==> src/rtl/alu_result_sender_if.sv <==
// rtl/alu_result_sender_if.sv - ALU result in / UART TX byte out signal bundle
interface alu_result_sender_if #(
    parameter int WIDTH = 16
);
    logic [WIDTH-1:0] alu_out;
    logic             alu_out_valid;
    logic             tx_busy;
    logic [7:0]       tx_p_data;
    logic             tx_d_valid;

    // master: the sender itself; slave: the ALU/UART environment around it
    modport master (
        input  alu_out,
        input  alu_out_valid,
        input  tx_busy,
        output tx_p_data,
        output tx_d_valid
    );

    modport slave (
        output alu_out,
        output alu_out_valid,
        output tx_busy,
        input  tx_p_data,
        input  tx_d_valid
    );
endinterface

==> src/rtl/alu_result_sender.sv <==
// rtl/alu_result_sender.sv - serializes ALU results LSB byte first to the UART TX
module alu_result_sender #(
    parameter int WIDTH       = 16,
    parameter int ACK_TIMEOUT = 15
) (
    input  logic                    clk,
    input  logic                    rst,
    alu_result_sender_if.master     bus,
    input  logic                    err_clr,
    output logic                    sender_busy,
    output logic                    overrun,
    output logic                    timeout
);
    localparam int NBYTES = WIDTH / 8;
    localparam int CNT_W  = (NBYTES > 1) ? $clog2(NBYTES) : 1;
    localparam logic [CNT_W-1:0] LAST_BYTE = CNT_W'(NBYTES - 1);
    localparam logic [3:0]       TO_LIMIT  = 4'(ACK_TIMEOUT);

    typedef enum logic [1:0] {IDLE, SEND, WAIT_ACK, WAIT_DONE} state_t;

    state_t           r_state,      w_state_nxt;
    logic [WIDTH-1:0] r_shreg,      w_shreg_nxt;
    logic [CNT_W-1:0] r_byte_cnt,   w_byte_cnt_nxt;
    logic [3:0]       r_to_cnt,     w_to_cnt_nxt;
    logic [7:0]       r_tx_p_data,  w_tx_p_data_nxt;
    logic             r_tx_d_valid, w_tx_d_valid_nxt;
    logic             r_overrun,    w_overrun_nxt;
    logic             r_timeout,    w_timeout_nxt;
    logic [3:0]       w_to_inc;
    logic [WIDTH-1:0] w_shreg_shift;

    assign w_shreg_shift = r_shreg >> 8;
    assign w_to_inc      = (r_to_cnt == 4'hF) ? r_to_cnt : r_to_cnt + 4'd1;

    always_ff @(posedge clk or negedge rst) begin
        if (!rst) begin
            r_state      <= IDLE;
            r_shreg      <= '0;
            r_byte_cnt   <= '0;
            r_to_cnt     <= '0;
            r_tx_p_data  <= '0;
            r_tx_d_valid <= 1'b0;
            r_overrun    <= 1'b0;
            r_timeout    <= 1'b0;
        end else begin
            r_state      <= w_state_nxt;
            r_shreg      <= w_shreg_nxt;
            r_byte_cnt   <= w_byte_cnt_nxt;
            r_to_cnt     <= w_to_cnt_nxt;
            r_tx_p_data  <= w_tx_p_data_nxt;
            r_tx_d_valid <= w_tx_d_valid_nxt;
            r_overrun    <= w_overrun_nxt;
            r_timeout    <= w_timeout_nxt;
        end
    end

    always_comb begin
        w_state_nxt      = r_state;
        w_shreg_nxt      = r_shreg;
        w_byte_cnt_nxt   = r_byte_cnt;
        w_to_cnt_nxt     = r_to_cnt;
        w_tx_p_data_nxt  = r_tx_p_data;
        w_tx_d_valid_nxt = 1'b0;
        // sticky flags: a same-cycle set overrides err_clr
        w_overrun_nxt    = r_overrun & ~err_clr;
        w_timeout_nxt    = r_timeout & ~err_clr;

        if (bus.alu_out_valid && (r_state != IDLE)) begin
            w_overrun_nxt = 1'b1;
        end

        // the strobe and its byte are loaded on the edge entering SEND
        case (r_state)
            IDLE: begin
                if (bus.alu_out_valid) begin
                    w_shreg_nxt      = bus.alu_out;
                    w_byte_cnt_nxt   = LAST_BYTE;
                    w_tx_p_data_nxt  = bus.alu_out[7:0];
                    w_tx_d_valid_nxt = 1'b1;
                    w_state_nxt      = SEND;
                end
            end
            SEND: begin
                w_to_cnt_nxt = '0;
                w_state_nxt  = WAIT_ACK;
            end
            WAIT_ACK: begin
                if (bus.tx_busy) begin
                    w_state_nxt = WAIT_DONE;
                end else begin
                    w_to_cnt_nxt = w_to_inc;
                    if (w_to_inc == TO_LIMIT) begin
                        w_timeout_nxt = 1'b1;
                        w_state_nxt   = IDLE;
                    end
                end
            end
            WAIT_DONE: begin
                if (!bus.tx_busy) begin
                    if (r_byte_cnt != '0) begin
                        w_shreg_nxt      = w_shreg_shift;
                        w_byte_cnt_nxt   = r_byte_cnt - CNT_W'(1);
                        w_tx_p_data_nxt  = w_shreg_shift[7:0];
                        w_tx_d_valid_nxt = 1'b1;
                        w_state_nxt      = SEND;
                    end else begin
                        w_state_nxt = IDLE;
                    end
                end
            end
            default: w_state_nxt = IDLE;
        endcase
    end

    assign bus.tx_p_data  = r_tx_p_data;
    assign bus.tx_d_valid = r_tx_d_valid;
    assign sender_busy    = (r_state != IDLE);
    assign overrun        = r_overrun;
    assign timeout        = r_timeout;
endmodule

==> src/flat_wrapper.sv <==
// flat-port wrapper written by rule: the top's interface ports become plain ports
module alu_result_sender_flat 
#(
    parameter int WIDTH       = 16,
    parameter int ACK_TIMEOUT = 15
)
  (clk, rst, err_clr, sender_busy, overrun, timeout, bus_alu_out, bus_alu_out_valid, bus_tx_busy, bus_tx_p_data, bus_tx_d_valid);
  alu_result_sender_if #(.WIDTH(WIDTH)) bus_i ();
  input  logic clk;
  input  logic rst;
  input  logic err_clr;
  output logic sender_busy;
  output logic overrun;
  output logic timeout;
  input wire logic [$bits(bus_i.alu_out)-1:0] bus_alu_out;
  input wire logic [$bits(bus_i.alu_out_valid)-1:0] bus_alu_out_valid;
  input wire logic [$bits(bus_i.tx_busy)-1:0] bus_tx_busy;
  output wire logic [$bits(bus_i.tx_p_data)-1:0] bus_tx_p_data;
  output wire logic [$bits(bus_i.tx_d_valid)-1:0] bus_tx_d_valid;
  assign bus_i.alu_out = bus_alu_out;
  assign bus_i.alu_out_valid = bus_alu_out_valid;
  assign bus_i.tx_busy = bus_tx_busy;
  assign bus_tx_p_data = bus_i.tx_p_data;
  assign bus_tx_d_valid = bus_i.tx_d_valid;
  alu_result_sender #(.WIDTH(WIDTH), .ACK_TIMEOUT(ACK_TIMEOUT)) u_core (.clk(clk), .rst(rst), .bus(bus_i), .err_clr(err_clr), .sender_busy(sender_busy), .overrun(overrun), .timeout(timeout));
endmodule
==> config.mk <==
export PLATFORM = sky130hd
export DESIGN_NAME = alu_result_sender_flat
export DESIGN_NICKNAME = d
export VERILOG_FILES = /design/src/rtl/alu_result_sender_if.sv /design/src/rtl/alu_result_sender.sv /design/src/flat_wrapper.sv
export SDC_FILE = /design/constraint.sdc
export NUM_CORES = 1
export LEC_CHECK = 0
export CAP_MARGIN = 20
export CORE_MARGIN = 1
export CORE_UTILIZATION = 44
export DETAILED_ROUTE_END_ITERATION = 12
export PLACE_DENSITY = 0.77
export SLEW_MARGIN = 25
export SYNTH_ARGS = -nofsm -noshare
export SYNTH_HDL_FRONTEND = slang
export SYNTH_SLANG_ARGS = --single-unit
==> constraint.sdc <==
create_clock -name clk -period 1.7 [get_ports clk]
set_clock_uncertainty 0.2 [all_clocks]
set_input_delay 0.17 -clock clk [delete_from_list [all_inputs] [get_ports clk]]
set_output_delay 0.17 -clock clk [all_outputs]
set_load 0.01 [all_outputs]
==> run summary, run 1 <==
Vias per cell: 5.32
Overall Power: 3.97 mW
Worst skew pair latency: 330 ps
Layout Utilization: 71.8%
CP max-delay cell: dfrtp_1
CTS max path bufs: 2
Std cell rows: 20
Gpl congestion: 0.762
# setup viols final: 20
Gr ovfl total: 0
Detail Placement HPWL: 2180 µm
Mapped cell area: 1390 µm²
Pin count of the biggest net entering global routing: 27
Syn_area_per_cell: 10.1 µm²
Critical Path Most Common Cell: buf_4
Die Ht: 58.2 µm
Pre-antenna DRT Iters: 4
Final hold viol count: 0
Placed Cells: 216
Total GRT Usage: 22.7%
MaxCap Viol Count: 0
Highest Clock Rate: 518 MHz
I/O Pins: 33
Clk sinks: 26
Core area: 3030 µm²
ANT nets after route: 0
Max-Slew Margin vs Limit: 75.9%
Syn Nets: 164
Clock power frac: 10.9%
#FFs+latches synth: 26
P per Cell Area: 1830 nW/µm²
Setup TNS: -2530 ps
Hold_sp: bus_alu_out[9]
Critical path cell sequence: buf_4 > buf_4 > and4_1 > o31ai_2 > a221o_2 > mux2i_1
CP endpoint kind: flop
Proportion of synthesized chip area in sequential cells: 46.8%
Failing checks: negative setup slack
Worst endpoint required time: 1760 ps
Fin crit share: 113%
CP peak stage delay: 440 ps
Unrepaired setup endpoints after global routing: yes
Switching portion of total power: 39.1%
Ys Warns: 0
Sequential Power Share: 27.8%
R2R Setup Slk: -230 ps
Hold slack: 189 ps
Chip width: 58.2 µm
CTS tree: built
FF-to-FF Start: u_core.r_to_cnt[1]
Final worst slack: -229 ps
Total CTS buffers: 3
First-pass GRT wire length: 5840 µm
Drt initial violations: 32
Initial antenna violation count: 0
Drt drc: 0
Share of layout cells above drive strength 1: 35.3%
RR Endpoint: u_core.r_state[0]
Die ar.: 3380 µm²
WL per Instance: 16.3 µm
Leak pwr: 0.933 nW
Least-Margin Pin Slew: 357 ps
Antenna diodes: 0
Via Count: 1230
Initial Utilization: 45.9%
Clk slew on worst S/H paths: 150 ps
Status: finished, violations left
Final slew viol count: 0
# fillers: 224
Cells after Synth: 138
Switch Pwr: 1.55 mW
Fin cells: 231
CTS H-Tree Depth: 1
Most frequent cells in the layout: clkdlybuf4s50_1 (25), dfrtp_1 (24), buf_4 (18)
Overall routed net length: 3770 µm
Area grow syn2layout: 56.5%
Most common cell after layout, fill and taps aside: clkdlybuf4s50_1
Worst min path class: in -> reg
Crit path kind: reg -> reg
Number of global-route vias before repair: 1325
Crit Path Max Fanout: 4
I/O Buffers: 32
CP Data Arrival Time: 1990 ps
Int Power: 2.42 mW
Hold Path Depth: 3
Reg2reg path depth: 6
Logic pwr share: 61.3%
Distinct cells, synth: 33
CTS root buffer: clkbuf_4
Worst vdd ir: 924 µV
# nets final: 214
Startpoint types: flop
Hold endpoint: u_core.r_shreg[9]
Final min period: 1930 ps
## cells by family (layout without fill, tap and decap cells)
family | Yosys count | count (layout) | share of synthesized area [%]
AO/OA/AOI/OAI | 35 | 35 | 16.1
XOR/XNOR | 1 | 1 | 0.631
buffers and inverters | 28 | 77 | 10.1
flip-flops | 26 | 26 | 46.8
multiplexers | 10 | 10 | 7.30
AND/OR/NAND/NOR | 33 | 33 | 14.5
adder cells (fa/ha/maj) | 5 | 5 | 4.50
## cell type report
| type | instances | area, µm² | share of cell area, % |
|---|---|---|---|
| multi-input cells | 84 | 769 | 35.4 |
| flip-flops and latches | 26 | 653 | 30.1 |
| repair buffers | 59 | 588 | 27.1 |
| inverters | 14 | 55.1 | 2.53 |
| well taps | 44 | 55.1 | 2.53 |
| clock inverters | 1 | 30.0 | 1.38 |
| clock buffers | 3 | 22.5 | 1.04 |
## power by group through the flow
| stage | Clock (mW) | Combinational, mW | Sequential [mW] |
|---|---|---|---|
| final | 0.433 | 2.43 | 1.10 |
| after CTS | 0.437 | 2.18 | 1.05 |
| after floorplan | 0 | 1.07 | 1.05 |
| after global placement | 0 | 1.55 | 1.06 |
| after detailed placement | 0 | 1.63 | 1.07 |
| after global routing | 0.461 | 2.60 | 1.13 |
## worst max-delay path: cells and delay by family (launching register included)
family | cells | cell delay, ps
compound gates | 2 | 570
flops | 1 | 440
simple gates | 1 | 200
mux | 1 | 180
buf+inv | 2 | 280
## routing by layer
metal	track usage [%]	routed length [µm]	share of wire, %	vias up
li1	-	-	-	569
met1	27.0	1470	39	615
met2	40.1	2090	56	36
met3	4.02	146	3.9	10
met5	0	0	0	-
met4	9.86	52	1.4	0
## how the worst max path moves through the flow
stage	to	start
after floorplan	u_core.r_state[1]	u_core.r_to_cnt[0]
final	u_core.r_state[0]	u_core.r_to_cnt[1]
after global routing	u_core.r_state[0]	u_core.r_to_cnt[1]
after global placement	u_core.r_state[1]	u_core.r_to_cnt[0]
after detailed placement	u_core.r_state[1]	u_core.r_to_cnt[0]
after CTS	u_core.r_state[1]	u_core.r_to_cnt[0]
## registers in the layout, summed over array words and instances, names as in the netlist
register / count
u_core.r_state: 2
u_core.r_shreg: 16
u_core.r_to_cnt: 4
u_core.overrun: 1
u_core.timeout: 1
u_core.bus.tx_d_valid: 1
u_core.r_byte_cnt: 1
## stage by stage
| step | cell area (µm²) | worst slack [ps] |
|---|---|---|
| 5_1_grt | 2170 | -300 |
| 2_1_floorplan | 1410 | -118 |
| 3_5_place_dp | 1830 | -175 |
| 4_1_cts | 2060 | -215 |
| 6_report | 2170 | -229 |
| 3_3_place_gp | 1830 | -95.8 |
## timing repair
action                                  CTS  global route
hold endpoints to repair                 26             0
hold buffers                              1             0
pin swaps                                 3            10
cloned                                    3             0
resized for setup                        18            49
endpoints found under the setup margin   21            22
setup buffers                             5             6
## Yosys cell counts (all sizes together)
library cell  instances  area share, %
buf                  13            6.0
a21oi                12            4.3
clkbuf                1           0.27
nand3                 1           0.36
a211oi                1           0.54
nand2                 3           0.81
o31ai                 1           0.90
a41o                  1           0.81
o21a                  1           0.54
inv                  14            3.8
dfrtp                26             47
ha                    5            4.5
a31oi                 1           0.45
nand4                 1           0.45
o311ai                1            1.2
nand2b                2           0.90
mux2i                 9            6.5
nand3b                9            4.9
nor2                  9            2.4
and4                  1           0.63
o21ai                13            4.7
or2b                  1           0.54
o2bb2ai               1           0.63
mux2                  1           0.81
a22o                  1           0.63
nor3                  1           0.36
a221oi                1           0.63
and4bb                2            1.8
nor2b                 3            1.4
xor2                  1           0.63
a221o                 1           0.81
Note: power is estimated with default switching activity, not from simulation.
==> run 2: changes to the inputs <==
--- a/config.mk
+++ b/config.mk
@@ -6,10 +6,12 @@
 export NUM_CORES = 1
 export LEC_CHECK = 0
 export CAP_MARGIN = 20
+export CELL_PAD_IN_SITES_DETAIL_PLACEMENT = 0
+export CELL_PAD_IN_SITES_GLOBAL_PLACEMENT = 1
 export CORE_MARGIN = 1
-export CORE_UTILIZATION = 44
+export CORE_UTILIZATION = 34
 export DETAILED_ROUTE_END_ITERATION = 12
-export PLACE_DENSITY = 0.77
+export PLACE_DENSITY = 0.78
 export SLEW_MARGIN = 25
 export SYNTH_ARGS = -nofsm -noshare
 export SYNTH_HDL_FRONTEND = slang
==> run 2 against run 1 <==
Compared with the run above:
- the flow still finishes with violations (negative setup slack)
- largest cell class unchanged
- power fell by 0.22%
- largest power group unchanged
- die area rose by 28%
- final area down 0.29%
- via count down 3.6%
==> run summary, run 2 (same netlist as run 1, synthesis figures left out) <==
Status: finished, violations left (unchanged)
Failing checks: negative setup slack (unchanged)
Worst min path class: in -> async (was in -> reg)
Share of layout cells above drive strength 1: 34.2% (was 35.3%)
Total GRT Usage: 17.6% (was 22.7%)
Die Ht: 65.9 µm (was 58.2 µm)
Total CTS buffers: 3 (unchanged)
Detail Placement HPWL: 2090 µm (was 2180 µm)
Pin count of the biggest net entering global routing: 27 (unchanged)
Most frequent cells in the layout: clkdlybuf4s50_1 (31), dfrtp_1 (25), buf_4 (23) (was clkdlybuf4s50_1 (25), dfrtp_1 (24), buf_4 (18))
Max reg flops: 16 (unchanged)
Final worst slack: -184 ps (was -229 ps)
Final slew viol count: 0 (unchanged)
Number of global-route vias before repair: 1264 (was 1325)
MaxCap Viol Count: 0 (unchanged)
Core area: 3800 µm² (was 3030 µm²)
First-pass GRT wire length: 5710 µm (was 5840 µm)
Pre-antenna DRT Iters: 4 (unchanged)
Via Count: 1186 (was 1230)
Max-Slew Margin vs Limit: 77.8% (was 75.9%)
CTS Hold Bufs: 0 (was 1)
Std cell rows: 22 (was 20)
Overall routed net length: 3380 µm (was 3770 µm)
Area grow syn2layout: 56.0% (was 56.5%)
Gpl congestion: 0.799 (was 0.762)
Initial Utilization: 36.6% (was 45.9%)
I/O Pins: 33 (unchanged)
Chip width: 65.9 µm (was 58.2 µm)
Area of the multi-input gates: 726 µm² (was 769 µm²)
CTS max path bufs: 2 (unchanged)
Antenna diodes: 0 (unchanged)
ANT nets after route: 0 (unchanged)
CP Data Arrival Time: 1860 ps (was 1990 ps)
Worst vdd ir: 775 µV (was 924 µV)
Crit path kind: reg -> reg (unchanged)
WL per Instance: 14.2 µm (was 16.3 µm)
Clk sinks: 26 (unchanged)
# fillers: 326 (was 224)
Startpoint types: flop (unchanged)
I/O Buffers: 32 (unchanged)
P per Cell Area: 1830 nW/µm² (about the same)
Final hold viol count: 0 (unchanged)
Fin crit share: 111% (was 113%)
Initial antenna violation count: 0 (unchanged)
Drt drc: 0 (unchanged)
Least-Margin Pin Slew: 334 ps (was 357 ps)
Layout Utilization: 57.0% (was 71.8%)
Worst endpoint required time: 1680 ps (was 1760 ps)
Vias per cell: 4.98 (was 5.32)
CP endpoint kind: flop (unchanged)
Unrepaired setup endpoints after global routing: yes (unchanged)
Worst slack, placed: -178 ps (was -175 ps)
Highest Clock Rate: 531 MHz (was 518 MHz)
Worst skew pair latency: 280 ps (was 330 ps)
Top flop regs: u_core.r_shreg x16, u_core.r_to_cnt x4, u_core.r_state x2 (unchanged)
Gr ovfl total: 0 (unchanged)
FF+latch area: 652 µm² (was 653 µm²)
CTS root buffer: clkbuf_8 (was clkbuf_4)
CTS H-Tree Depth: 1 (unchanged)
# nets final: 217 (was 214)
Die ar.: 4340 µm² (was 3380 µm²)
Placed inst area: 1850 µm² (was 1830 µm²)
Setup TNS: -501 ps (was -2530 ps)
Design area: 2170 µm² (about the same)
Most common cell after layout, fill and taps aside: clkdlybuf4s50_1 (unchanged)
Drt initial violations: 46 (was 32)
# setup viols final: 13 (was 20)
Crit Path Max Fanout: 3 (was 4)
CTS tree: built (unchanged)
Final min period: 1880 ps (was 1930 ps)
Largest reg by FF count: u_core.r_shreg (unchanged)
Leak pwr: 0.914 nW (was 0.933 nW)
Clk slew on worst S/H paths: 100 ps (was 150 ps)
## run 2: changes by cell type in the layout (fill, tap and decap cells not counted), sizes merged
cell,change
clkdlybuf4s50,+6
dlymetal6s2s,-6
buf,+5
clkbuf,-1
dlygate4sd3,-1
## run 2: worst paths after layout
path                                          from                  to  slack, ps  cells past startpoint
worst max register to register  u_core.r_to_cnt[1]   u_core.r_state[1]       -180                      5
worst min-delay path                           rst   u_core.r_shreg[9]         50                      2
worst min register to register      u_core.timeout      u_core.timeout        310                      1
min in group clk                   bus_alu_out[11]  u_core.r_shreg[11]        250                      3
max in group asynchronous                      rst  u_core.r_to_cnt[0]        980                      2
worst max-delay path            u_core.r_to_cnt[1]   u_core.r_state[1]       -180                      5
## run 2: metal layers
metal  track usage [%]  share of wire, %  up-vias
li1                  -                 -      576
met2              30.7                51       25
met5                 0                 0        -
met4              6.52               1.6        0
met1              21.8                44      580
met3              2.59               3.8        5
## run 2: timing repair
item,4_1_cts,5_1_grt
cloned,2,0
pin swaps,1,8
gates resized for setup,19,30
endpoints found under the setup margin,23,24
hold endpoints to repair,0,0
buffers inserted,9,2
## run 2: worst max-delay path, cell delays in order, from the launching register on
cell	delay, ps
dfrtp_1	420
ha_4	280
and4bb_1	200
o31ai_2	90
a221o_2	380
o311ai_2	220
## run 2: final cells by class
cell class | instances | share of cell area [%]
tap | 48 | 2.77
clock buffer | 3 | 1.91
clock inverter | 1 | 1.39
timing repair buffer | 62 | 27.8
sequential | 26 | 30.1
inverter | 14 | 2.54
multi-input combinational | 84 | 33.5
## run 2: stage by stage
stage	hold WS, ps	instances	total power, mW
2_1_floorplan	-326	138	2.12
3_3_place_gp	282	222	2.62
3_5_place_dp	290	222	2.68
4_1_cts	68.1	237	3.75
5_1_grt	104	238	4.25
6_report	49.9	238	3.96
## run 2: power breakdown
part	internal [mW]	total, mW	switching (mW)
clock	0.316	0.521	0.205
combinational	1.32	2.37	1.05
sequential	0.890	1.07	0.179
total	2.53	3.96	1.43
==> run 3: changes to the inputs <==
==> constraint.sdc (replaced) <==
create_clock -name clk -period 1.7 [get_ports clk]
set_clock_uncertainty 0.2 [all_clocks]
set_input_delay 0.17 -clock clk [delete_from_list [all_inputs] [get_ports clk]]
set_output_delay 0.17 -clock clk [all_outputs]
set_load 0.005 [all_outputs]
==> run 3 against run 2 <==
Compared with the run above:
- the flow still finishes with violations (negative setup slack)
- critical path depth unchanged
- clock-buffer cell count unchanged
- sequential power about the same
- wire length down 2.7%
- power down 0.94%
- hold slack worse by 0.86 ps
- fmax up 0.42%
- largest cell class unchanged
==> run summary, run 3 (same netlist as run 1, synthesis figures left out) <==
Status: finished, violations left (unchanged)
Failing checks: negative setup slack (unchanged)
Top flop regs: u_core.r_shreg x16, u_core.r_to_cnt x4, u_core.r_state x2 (unchanged)
Unrepaired setup endpoints after global routing: yes (unchanged)
Final min period: 1880 ps (about the same)
Core area: 3800 µm² (unchanged)
Fin crit share: 110% (was 111%)
Final hold viol count: 0 (unchanged)
Highest Clock Rate: 533 MHz (was 531 MHz)
Layout Utilization: 56.7% (was 57.0%)
Initial Utilization: 36.6% (unchanged)
Drt drc: 0 (unchanged)
Die Ht: 65.9 µm (unchanged)
# setup viols final: 19 (was 13)
WL per Instance: 14.1 µm (was 14.2 µm)
Overall routed net length: 3290 µm (was 3380 µm)
MaxCap Viol Count: 0 (unchanged)
Drt initial violations: 68 (was 46)
Most frequent cells in the layout: clkdlybuf4s50_1 (31), dfrtp_1 (25), buf_4 (19) (was clkdlybuf4s50_1 (31), dfrtp_1 (25), buf_4 (23))
Crit Path Max Fanout: 3 (unchanged)
Area grow syn2layout: 55.1% (was 56.0%)
Worst skew pair latency: 280 ps (about the same)
Clk sinks: 26 (unchanged)
Chip width: 65.9 µm (unchanged)
P per Cell Area: 1820 nW/µm² (was 1830 nW/µm²)
I/O Buffers: 32 (unchanged)
Die ar.: 4340 µm² (unchanged)
Final slew viol count: 0 (unchanged)
Via Count: 1158 (was 1186)
Worst endpoint required time: 1690 ps (was 1680 ps)
Vias per cell: 4.97 (was 4.98)
CTS max path bufs: 2 (unchanged)
CP peak stage delay: 430 ps (was 420 ps)
ANT nets after route: 0 (unchanged)
CP Data Arrival Time: 1860 ps (about the same)
Design area: 2150 µm² (was 2170 µm²)
Worst vdd ir: 763 µV (was 775 µV)
Share of layout cells above drive strength 1: 33.5% (was 34.2%)
Critical path cell sequence: ha_4 > and4bb_1 > o31ai_2 > a221o_2 > o311ai_2 (unchanged)
Least-Margin Pin Slew: 343 ps (was 334 ps)
Worst min path class: in -> async (unchanged)
Hold slack: 49.1 ps (was 49.9 ps)
CTS H-Tree Depth: 1 (unchanged)
Overall Power: 3.92 mW (was 3.96 mW)
Max reg flops: 16 (unchanged)
Pre-antenna DRT Iters: 4 (unchanged)
Most common cell after layout, fill and taps aside: clkdlybuf4s50_1 (unchanged)
I/O Pins: 33 (unchanged)
Initial antenna violation count: 0 (unchanged)
CTS Hold Bufs: 0 (unchanged)
Total CTS buffers: 3 (unchanged)
Setup TNS: -927 ps (was -501 ps)
Std cell rows: 22 (unchanged)
# nets final: 212 (was 217)
CTS tree: built (unchanged)
Detail Placement HPWL: 2040 µm (was 2090 µm)
Clk slew on worst S/H paths: 100 ps (about the same)
Pin count of the biggest net entering global routing: 27 (unchanged)
First-pass GRT wire length: 5260 µm (was 5710 µm)
CP max-delay cell: dfrtp_1 (unchanged)
Placed inst area: 1830 µm² (was 1850 µm²)
Max-Slew Margin vs Limit: 77.2% (was 77.8%)
Startpoint types: flop (unchanged)
Antenna diodes: 0 (unchanged)
Gr ovfl total: 0 (unchanged)
# fillers: 309 (was 326)
Final worst slack: -176 ps (was -184 ps)
Gpl congestion: 0.778 (was 0.799)
Leak pwr: 0.893 nW (was 0.914 nW)
Largest reg by FF count: u_core.r_shreg (unchanged)
CP endpoint kind: flop (unchanged)
Crit path kind: reg -> reg (unchanged)
CTS root buffer: clkbuf_8 (unchanged)
Number of global-route vias before repair: 1150 (was 1264)
Total GRT Usage: 16.0% (was 17.6%)
## run 3: cell types whose count changed in the layout (fill, tap and decap cells not counted), sizes merged
cell | before | now
buf | 30 | 25
## run 3: worst max-delay path: cells and delay by family (launching register included)
| family | cells | cell delay, ps |
|---|---|---|
| AOI/OAI and AO/OA | 3 | 670 |
| adders and majority gates | 1 | 280 |
| DFF | 1 | 430 |
| and+or+nand+nor | 1 | 210 |
## run 3: repair_timing
action | in CTS | in global routing
buffers inserted | 4 | 3
setup endpoints to repair | 20 | 23
gates resized for setup | 13 | 36
pin swaps | 1 | 4
cloned | 2 | 0
## run 3: final cells by class
type / instances / area [µm²] / share of cell area [%]
clock inverters: 1 / 30.0 / 1.39
repair buffers: 57 / 567 / 26.3
inverters: 14 / 52.6 / 2.44
well taps: 48 / 60.1 / 2.79
multi-input cells: 84 / 752 / 34.9
flip-flops and latches: 26 / 652 / 30.3
clock buffers: 3 / 41.3 / 1.92
## run 3: metal layers
layer | vias to the layer above | wire [µm] | global-route usage (%)
met3 | 5 | 93 | 1.03
met2 | 24 | 1690 | 27.2
met1 | 560 | 1440 | 20.0
met4 | 0 | 64 | 8.70
li1 | 569 | - | -
met5 | - | 0 | 0
## run 3: final timing paths
check | slack, ps | endpoint | depth (start not counted) | startpoint
min in group clk | 250 | u_core.r_shreg[12] | 3 | bus_alu_out[12]
worst max-delay path | -180 | u_core.r_state[1] | 5 | u_core.r_to_cnt[1]
worst min-delay path | 50 | u_core.timeout | 2 | rst
max in group asynchronous | 980 | u_core.r_to_cnt[0] | 2 | rst
worst min register to register | 310 | u_core.overrun | 1 | u_core.overrun
worst max register to register | -180 | u_core.r_state[1] | 5 | u_core.r_to_cnt[1]
## run 3: report_power, final
part	internal, mW	switching, mW
sequential	0.890	0.191
combinational	1.32	0.994
clock	0.316	0.213
total	2.53	1.40
## run 3: through the flow
step | worst slack (ps) | std cells
2_1_floorplan | -118 | 138
3_3_place_gp | -109 | 220
3_5_place_dp | -172 | 220
4_1_cts | -180 | 230
5_1_grt | -262 | 233
6_report | -176 | 233
